### config.mk
export PLATFORM = sky130hd
export DESIGN_NAME = bus_master_flat
export DESIGN_NICKNAME = d
export VERILOG_FILES = /design/src/rtl/bus_master_if.sv /design/src/rtl/bus_master.sv /design/src/flat_wrapper.sv
export SDC_FILE = /design/constraint.sdc
export NUM_CORES = 1
export LEC_CHECK = 0
export ABC_CLOCK_PERIOD_IN_PS = 6800
export CAP_MARGIN = 30
export CORE_AREA = 2 2 125 127
export CTS_CLUSTER_SIZE = 16
export DETAILED_ROUTE_END_ITERATION = 8
export DIE_AREA = 0 0 127 129
export DONT_BUFFER_PORTS = 1
export HOLD_SLACK_MARGIN = 0.08
export PLACE_DENSITY = 0.75
export SKIP_CTS_REPAIR_TIMING = 1
export SLEW_MARGIN = 20
export SYNTH_ARGS = -nofsm -noshare
export SYNTH_HDL_FRONTEND = slang
export SYNTH_SLANG_ARGS = --single-unit
### constraint.sdc
create_clock -name clk -period 6.8 [get_ports clk]
set_input_delay 1.36 -clock clk [delete_from_list [all_inputs] [get_ports clk]]
set_output_delay 1.36 -clock clk [all_outputs]
set_load 0.1 [all_outputs]
### src/rtl/bus_master_if.sv
// Bundles the host request/response channels and the register-bus command signals of bus_master.
// The master modport is the bus_master side; the slave modport is the host plus responder side.
interface bus_master_if #(
  parameter int ADDR_W = 16,
  parameter int DATA_W = 16
);
  logic              req_valid;
  logic              req_ready;
  logic              req_op;
  logic [ADDR_W-1:0] req_addr;
  logic [DATA_W-1:0] req_wdata;
  logic              rsp_valid;
  logic              rsp_ready;
  logic [DATA_W-1:0] rsp_rdata;
  logic              bus_cmd_valid;
  logic              bus_op;
  logic [ADDR_W-1:0] bus_addr;
  logic [DATA_W-1:0] bus_wr_data;
  logic [DATA_W-1:0] bus_rd_data;
  logic              busy;

  modport master (
    input  req_valid, req_op, req_addr, req_wdata, rsp_ready, bus_rd_data,
    output req_ready, rsp_valid, rsp_rdata, bus_cmd_valid, bus_op, bus_addr, bus_wr_data, busy
  );

  modport slave (
    output req_valid, req_op, req_addr, req_wdata, rsp_ready, bus_rd_data,
    input  req_ready, rsp_valid, rsp_rdata, bus_cmd_valid, bus_op, bus_addr, bus_wr_data, busy
  );
endinterface

### src/rtl/bus_master.sv
// Register-bus initiator: queues host requests in a small FIFO, issues one-cycle bus commands
// in order and returns read data through a valid/ready response channel (reads are blocking).
module bus_master #(
  parameter int ADDR_W     = 16,
  parameter int DATA_W     = 16,
  parameter int FIFO_DEPTH = 4,
  parameter int RD_LAT     = 1
) (
  input  logic         clk,
  input  logic         rst,
  bus_master_if.master bif
);
  localparam int PTR_W = $clog2(FIFO_DEPTH);
  localparam int CNT_W = PTR_W + 1;
  localparam int LAT_W = (RD_LAT > 1) ? $clog2(RD_LAT) : 1;

  localparam logic [PTR_W-1:0] PTR_ONE_C  = PTR_W'(1);
  localparam logic [CNT_W-1:0] CNT_ZERO_C = CNT_W'(0);
  localparam logic [CNT_W-1:0] CNT_ONE_C  = CNT_W'(1);
  localparam logic [CNT_W-1:0] DEPTH_C    = CNT_W'(FIFO_DEPTH);
  localparam logic [LAT_W-1:0] LAT_ZERO_C = LAT_W'(0);
  localparam logic [LAT_W-1:0] LAT_ONE_C  = LAT_W'(1);
  localparam logic [LAT_W-1:0] LAT_LOAD_C = LAT_W'(RD_LAT - 1);

  typedef enum logic [1:0] {
    ST_IDLE = 2'd0,
    ST_CMD  = 2'd1,
    ST_WAIT = 2'd2,
    ST_RESP = 2'd3
  } state_t;

  logic              fifo_op_r   [FIFO_DEPTH];
  logic [ADDR_W-1:0] fifo_addr_r [FIFO_DEPTH];
  logic [DATA_W-1:0] fifo_data_r [FIFO_DEPTH];
  logic [PTR_W-1:0]  wr_ptr_r;
  logic [PTR_W-1:0]  rd_ptr_r;
  logic [CNT_W-1:0]  count_r;
  logic [CNT_W-1:0]  count_next_s;
  logic              push_s;
  logic              pop_s;

  state_t            state_r;
  state_t            state_next_s;
  logic [LAT_W-1:0]  lat_cnt_r;
  logic [LAT_W-1:0]  lat_next_s;
  logic              cmd_valid_next_s;
  logic              capture_s;
  logic              rsp_valid_next_s;

  logic              req_ready_r;
  logic              rsp_valid_r;
  logic [DATA_W-1:0] rsp_rdata_r;
  logic              bus_cmd_valid_r;
  logic              bus_op_r;
  logic [ADDR_W-1:0] bus_addr_r;
  logic [DATA_W-1:0] bus_wr_data_r;
  logic              busy_r;

  assign push_s = bif.req_valid & req_ready_r;

  // FIFO occupancy after this cycle's push/pop
  always_comb begin
    count_next_s = count_r;
    case ({push_s, pop_s})
      2'b10:   count_next_s = count_r + CNT_ONE_C;
      2'b01:   count_next_s = count_r - CNT_ONE_C;
      default: count_next_s = count_r;
    endcase
  end

  // Request FIFO storage and pointers; a pushed entry is only visible to the FSM next cycle
  always_ff @(posedge clk or posedge rst) begin
    if (rst) begin
      for (int i = 0; i < FIFO_DEPTH; i++) begin
        fifo_op_r[i]   <= 1'b0;
        fifo_addr_r[i] <= {ADDR_W{1'b0}};
        fifo_data_r[i] <= {DATA_W{1'b0}};
      end
      wr_ptr_r <= {PTR_W{1'b0}};
      rd_ptr_r <= {PTR_W{1'b0}};
      count_r  <= CNT_ZERO_C;
    end else begin
      if (push_s) begin
        fifo_op_r[wr_ptr_r]   <= bif.req_op;
        fifo_addr_r[wr_ptr_r] <= bif.req_addr;
        fifo_data_r[wr_ptr_r] <= bif.req_wdata;
        wr_ptr_r              <= wr_ptr_r + PTR_ONE_C;
      end
      if (pop_s) begin
        rd_ptr_r <= rd_ptr_r + PTR_ONE_C;
      end
      count_r <= count_next_s;
    end
  end

  // FSM next-state and control decode
  always_comb begin
    state_next_s     = state_r;
    lat_next_s       = lat_cnt_r;
    pop_s            = 1'b0;
    cmd_valid_next_s = 1'b0;
    capture_s        = 1'b0;
    rsp_valid_next_s = rsp_valid_r;
    case (state_r)
      ST_IDLE: begin
        if (count_r != CNT_ZERO_C) begin
          pop_s            = 1'b1;
          cmd_valid_next_s = 1'b1;
          state_next_s     = ST_CMD;
        end else begin
          state_next_s = ST_IDLE;
        end
      end
      ST_CMD: begin
        if (!bus_op_r) begin
          lat_next_s   = LAT_LOAD_C;
          state_next_s = ST_WAIT;
        end else if (count_r != CNT_ZERO_C) begin
          pop_s            = 1'b1;
          cmd_valid_next_s = 1'b1;
          state_next_s     = ST_CMD;
        end else begin
          state_next_s = ST_IDLE;
        end
      end
      ST_WAIT: begin
        if (lat_cnt_r == LAT_ZERO_C) begin
          capture_s        = 1'b1;
          rsp_valid_next_s = 1'b1;
          state_next_s     = ST_RESP;
        end else begin
          lat_next_s = lat_cnt_r - LAT_ONE_C;
        end
      end
      ST_RESP: begin
        if (bif.rsp_ready) begin
          rsp_valid_next_s = 1'b0;
          state_next_s     = ST_IDLE;
        end else begin
          state_next_s = ST_RESP;
        end
      end
      default: begin
        rsp_valid_next_s = 1'b0;
        state_next_s     = ST_IDLE;
      end
    endcase
  end

  // FSM state and read-latency counter
  always_ff @(posedge clk or posedge rst) begin
    if (rst) begin
      state_r   <= ST_IDLE;
      lat_cnt_r <= LAT_ZERO_C;
    end else begin
      state_r   <= state_next_s;
      lat_cnt_r <= lat_next_s;
    end
  end

  // Registered bus, response and status outputs; status is precomputed from next-cycle state
  always_ff @(posedge clk or posedge rst) begin
    if (rst) begin
      req_ready_r     <= 1'b0;
      rsp_valid_r     <= 1'b0;
      rsp_rdata_r     <= {DATA_W{1'b0}};
      bus_cmd_valid_r <= 1'b0;
      bus_op_r        <= 1'b0;
      bus_addr_r      <= {ADDR_W{1'b0}};
      bus_wr_data_r   <= {DATA_W{1'b0}};
      busy_r          <= 1'b0;
    end else begin
      bus_cmd_valid_r <= cmd_valid_next_s;
      if (pop_s) begin
        bus_op_r      <= fifo_op_r[rd_ptr_r];
        bus_addr_r    <= fifo_addr_r[rd_ptr_r];
        bus_wr_data_r <= fifo_op_r[rd_ptr_r] ? fifo_data_r[rd_ptr_r] : {DATA_W{1'b0}};
      end
      if (capture_s) begin
        rsp_rdata_r <= bif.bus_rd_data;
      end
      rsp_valid_r <= rsp_valid_next_s;
      req_ready_r <= (count_next_s != DEPTH_C);
      busy_r      <= (count_next_s != CNT_ZERO_C) || (state_next_s != ST_IDLE);
    end
  end

  assign bif.req_ready     = req_ready_r;
  assign bif.rsp_valid     = rsp_valid_r;
  assign bif.rsp_rdata     = rsp_rdata_r;
  assign bif.bus_cmd_valid = bus_cmd_valid_r;
  assign bif.bus_op        = bus_op_r;
  assign bif.bus_addr      = bus_addr_r;
  assign bif.bus_wr_data   = bus_wr_data_r;
  assign bif.busy          = busy_r;
endmodule

### src/flat_wrapper.sv
// flat-port wrapper written by rule: the top's interface ports become plain ports
module bus_master_flat 
#(
  parameter int ADDR_W     = 16,
  parameter int DATA_W     = 16,
  parameter int FIFO_DEPTH = 4,
  parameter int RD_LAT     = 1
)
  (clk, rst, bif_req_valid, bif_req_op, bif_req_addr, bif_req_wdata, bif_rsp_ready, bif_bus_rd_data, bif_req_ready, bif_rsp_valid, bif_rsp_rdata, bif_bus_cmd_valid, bif_bus_op, bif_bus_addr, bif_bus_wr_data, bif_busy);
  bus_master_if #(.ADDR_W(ADDR_W), .DATA_W(DATA_W)) bif_i ();
  input  logic clk;
  input  logic rst;
  input wire logic [$bits(bif_i.req_valid)-1:0] bif_req_valid;
  input wire logic [$bits(bif_i.req_op)-1:0] bif_req_op;
  input wire logic [$bits(bif_i.req_addr)-1:0] bif_req_addr;
  input wire logic [$bits(bif_i.req_wdata)-1:0] bif_req_wdata;
  input wire logic [$bits(bif_i.rsp_ready)-1:0] bif_rsp_ready;
  input wire logic [$bits(bif_i.bus_rd_data)-1:0] bif_bus_rd_data;
  output wire logic [$bits(bif_i.req_ready)-1:0] bif_req_ready;
  output wire logic [$bits(bif_i.rsp_valid)-1:0] bif_rsp_valid;
  output wire logic [$bits(bif_i.rsp_rdata)-1:0] bif_rsp_rdata;
  output wire logic [$bits(bif_i.bus_cmd_valid)-1:0] bif_bus_cmd_valid;
  output wire logic [$bits(bif_i.bus_op)-1:0] bif_bus_op;
  output wire logic [$bits(bif_i.bus_addr)-1:0] bif_bus_addr;
  output wire logic [$bits(bif_i.bus_wr_data)-1:0] bif_bus_wr_data;
  output wire logic [$bits(bif_i.busy)-1:0] bif_busy;
  assign bif_i.req_valid = bif_req_valid;
  assign bif_i.req_op = bif_req_op;
  assign bif_i.req_addr = bif_req_addr;
  assign bif_i.req_wdata = bif_req_wdata;
  assign bif_i.rsp_ready = bif_rsp_ready;
  assign bif_i.bus_rd_data = bif_bus_rd_data;
  assign bif_req_ready = bif_i.req_ready;
  assign bif_rsp_valid = bif_i.rsp_valid;
  assign bif_rsp_rdata = bif_i.rsp_rdata;
  assign bif_bus_cmd_valid = bif_i.bus_cmd_valid;
  assign bif_bus_op = bif_i.bus_op;
  assign bif_bus_addr = bif_i.bus_addr;
  assign bif_bus_wr_data = bif_i.bus_wr_data;
  assign bif_busy = bif_i.busy;
  bus_master #(.ADDR_W(ADDR_W), .DATA_W(DATA_W), .FIFO_DEPTH(FIFO_DEPTH), .RD_LAT(RD_LAT)) u_core (.clk(clk), .rst(rst), .bif(bif_i));
endmodule
### Word-level counts from Yosys, hierarchy flattened

Index checks and enable logic that the tools add are counted.

* bits in writable memories: 0
* bits in read-only memories: 0
* memories: 0
* latch bits: 0
* output and inout bits: 53
* word-level logic and storage cells: 89
* register bits after elaboration: 195

* div/mod/pow operators: 0
* bitwise operators: 3
* muxes and demuxes: 34
* magnitude comparators: 3
* add/subtract/negate cells: 5
* equal/unequal tests: 9
* multiply operators: 0
* shift operators: 0
* reductions and logical operators: 10

Operators with widths (number)
* $bwmux W64: 2
* $mux W16: 6
* $bmux W16 S2: 2
* $demux W16 S2: 1
* $mux W1: 12
* $pmux W2 S4: 1
* $eq A2 B2 Y1 const B: 3
* $ge A3 B3 Y1 const B: 2
* $mux W2: 3
* $ne A2 B2 Y1 const B: 3
* $not A2 Y3: 2
* $pmux W1 S2: 3
* $pmux W3 S2: 1
* $reduce_bool A2 Y1: 3
* $reduce_bool A3 Y1: 2
* $add A2 B1 Y2 const B: 2
* $bwmux W4: 1
* $eq A2 B1 Y1 const B: 2
* $add A3 B1 Y3 const B: 1
* $lt A3 B1 Y1 const B: 1
* $ne A3 B3 Y1 const B: 1
* $reduce_and A3 Y1: 1
* $sub A3 B1 Y3 const B: 1
* $bmux W1 S2: 1
* 7 further kinds: 7

### Depth between registers and ports, before layout

* depth after elaboration: 8
* mapped depth: 11

### Worst setup path before layout

Ideal clock, no wire load.

* path kind: register -> register
* from: reg u_core.bus_op_r (netlist: u_core.bif.bus_op)
* to: reg u_core.busy_r (netlist: u_core.bif.busy)
* path buffers: 2
* slack: 3.753 ns
* clock period less this slack: 3.047 ns
* stages on the path, launching flop included: 12
* data arrival time: 2.916 ns
* cell sequence: dfrtp_1 nor2b_1 or3_1 buf_6 buf_6 inv_1 ha_1 fa_1 nor2_1 a22o_1 nand2_1 or3_1

* longest elaborated chain between the ends: 6

Ends and longest elaborated chain
* from (decl): RTL line bus_master.sv:54 `logic bus_op_r;`
* from (signal assigned): RTL line bus_master.sv:175 `bus_op_r <= fifo_op_r[rd_ptr_r];`
* $mux W1: RTL line bus_master.sv:115 `if (!bus_op_r) begin`
* $pmux W1 S2: RTL line bus_master.sv:104 `case (state_r)`
* $eq A2 B1 Y1 or $eq A2 B2 Y1 (tied branches): RTL line bus_master.sv:64 `case ({push_s, pop_s})`
* $pmux W3 S2: RTL line bus_master.sv:64
* $reduce_bool A3 Y1: RTL line bus_master.sv:184 `busy_r <= (count_next_s != CNT_ZERO_C) || (state_next_s != ST_IDLE);`
* $logic_or A1 B1 Y1 *: RTL line bus_master.sv:184
* to (signal assigned): RTL line bus_master.sv:184
* to (decl): RTL line bus_master.sv:57 `logic busy_r;`

Mark *: on every way between the ends. The rest lies on a longest branch, timed or not.
A chain may end at the register's enable or synchronous reset.

### Final worst setup path

Same ends and word-level chain as after synthesis.

==> qor.txt <==
Outcome: completed
Syn Nets: 609
Crit Reg-Reg Startpoint: u_core.bif.bus_op
Share of layout cells above drive strength 1: 0.460
M2 GR Usage: 0.360
Synth top cells by count: dfrtp_1, mux2_2, nand2_1
Fin crit period: 3540 ps
Yosys cell types: 26
Crit start category: register
CTS Buf Count: 17
Slowest library cell on the worst path: dfrtp_1
Max clock buf depth: 2
Htree depth: 4
Yosys top cell by area: dfrtp_1
Clock Sinks: 194
Root buf cell: clkbuf_16
Max cap viols: 0
Worst-Margin Slew: 961 ps
Setup_tns: 0 ps
R2R Setup Slk: 3260 ps
Bufs and invs on worst path: 2
Mean Syn Cell Area: 15.3 µm²
CP Launch Point: u_core.bif.bus_op
Crit Path Class: reg -> reg
HP Class: reg -> reg
Kind of cell adding the most delay to the critical path: simple AND/OR/NAND/NOR gates
Crit Path Max Fanout: 55
Synth Warn #: 0
Final Slew Violations: 0
Global-route met1 utilization: 0.234
Pre-antenna DRT Iters: 4
Peak Freq: 283 MHz
Critical Path End Type: register
Worst Reg-to-Reg Cells: 10
NumNets Final: 608
Endpoint arrival time on the critical path: 3840 ps
Tcrit/Tclk final: 0.520
DRT antenna net count: 0
Synth Area in Compound Gates: 0.0183
Synth Flop Type: dfrtp_1
XOR/XNOR share of the synthesized area: 0.00716
Initial DRC Count: 136
Starting density of the core: 0.560
FP Rows: 45
IO Pins: 106
Stages on worst setup path: 10
Vias/cell: 5.76
Largest cells by area after synthesis: dfrtp_1, mux2_2, mux4_2, nand2_1, buf_6
Final Hold Fails: 0
Grt peak-use layer: met2
RSZ-0062 raised after global routing: no
Initial antenna violation count: 0
Met3 Resource Use GR: 0.0753
Setup Viol. Count Final: 0
Mapped Cells: 550
Seq/Total Area, Yosys: 0.579
DRC viols: 0
Hold-critical path depth: 1
Drt total wl: 15.4 mm
Largest net degree at the start of global routing: 121
Yosys reg bits: 194
Die Wd: 127 µm
TritonCTS clock tree: done
Post-synthesis adder-cell area fraction: 0.00984
Mapped Area: 0.00839 mm²
Die height: 129 µm
R2r endpoint: u_core.bif.busy
I/O Buffers: 0
Area Overhead vs Synth: 9.28%
WL/cell: 20.6 µm
Simple-gate share of the synthesized area: 0.0612
Slowest stage delay, CP: 950 ps
Cell with the most instances after synthesis: dfrtp_1
Clock Latency Late Sink: 430 ps
Cells along the critical path: nor2b_1, or3_2, buf_4, inv_1, ha_1, fa_1, nor2_1, a22o_1, nand2_1, or3_1
Clock Pin Slew Worst Setup and Hold Paths: 70 ps
GR Overflow Total: 0
CP endpoint: u_core.bif.busy
Max_slew headroom: 0.359
Mux cell area share after synthesis: 0.291
Worst clock skew: 9.40 ps
Number of global-route vias before repair: 4868
First-pass GRT wire length: 25.4 mm
CP required: 7100 ps
Hold Path Origin: u_core.fifo_addr_r[34]
Top cell type's share of synthesized area: 0.579
Diode count: 0
Largest family of logic cells by synthesized area: multiplexers
DP HPWL: 9.73 mm
Gpl congestion: 0.687
Full die area: 0.0164 mm²
Asr flop ratio synth: 1.00
Number of flops mapped to enable cells by yosys: 0
Vias post-DR: 4313
Total track usage: 0.203
CORE AREA: 0.0150 mm²
flip-flops by register name (all words and copies together), names as in the netlist, 3 cells and up:
name                    flops
u_core.bif.bus_wr_data     16
u_core.fifo_data_r         64
u_core.count_r              3
u_core.fifo_op_r            4
u_core.bif.bus_addr        16
u_core.bif.rsp_rdata       16
u_core.fifo_addr_r         64
placed cells by master (no fill, tap or decap), types with 2 or more instances in the layout:
cell        count
inv_1           3
o21ai_2        14
bufinv_16       3
nor2_1          3
mux2i_1         2
buf_16          2
nand3_2         4
mux2_2        150
ha_1            5
clkinvlp_4      2
nor2b_1         2
nand2b_1        8
o21ai_1         3
xnor2_1         4
nand2b_4        9
clkinv_2        3
clkbuf_16      17
buf_4           8
dfrtp_1       192
dfrtp_2         2
mux4_2         32
clkbuf_8        4
nand2_1        74
per-stage QoR:
stage          cells  hold slack, ps  setup WS, ps  utilization  instance area, µm²
6_report         749             498          3260        0.612                9170
5_1_grt          749             516          3090        0.612                9170
4_1_cts          748             501          3250        0.610                9140
3_5_place_dp     717             487          3260        0.569                8530
3_3_place_gp     714             481          3390        0.565                8470
2_1_floorplan    550             469           156            -                8390
layout make-up:
cell class | instances | area (µm²)
Fill cell | 1126 | 5810
Sequential cell | 194 | 4860
Multi-Input combinational cell | 319 | 3280
Clock buffer | 22 | 484
Tap cell | 188 | 235
Timing Repair Buffer | 12 | 146
Clock inverter | 9 | 129
Inverter | 5 | 38.8
metal layers:
layer  vias to the layer above  share of wire  routed length [µm]
li1                       1944              -                   -
met1                      2268           0.40                6110
met2                        90           0.53                8110
met3                        11          0.067                1030
met4                         0          0.010                 155
met5                         -              0                   0
how the worst min path moves through the flow:
stage          slack, ps                     end
6_report             500  u_core.fifo_addr_r[34]
5_1_grt              520  u_core.fifo_addr_r[14]
4_1_cts              500  u_core.fifo_addr_r[34]
3_5_place_dp         490  u_core.fifo_addr_r[43]
3_3_place_gp         480  u_core.fifo_data_r[26]
2_1_floorplan        470       u_core.count_r[2]
cells by family after synthesis:
kind of cell | Yosys count
flip-flops | 194
multiplexers | 185
AND/OR/NAND/NOR | 103
buffers and inverters | 37
AO/OA/AOI/OAI | 19
XOR/XNOR | 6
adder cells (fa/ha/maj) | 6
Power is left out: the tool's default activity adds up to more than one toggle a clock period on the data nets, which glitch-free logic cannot reach.
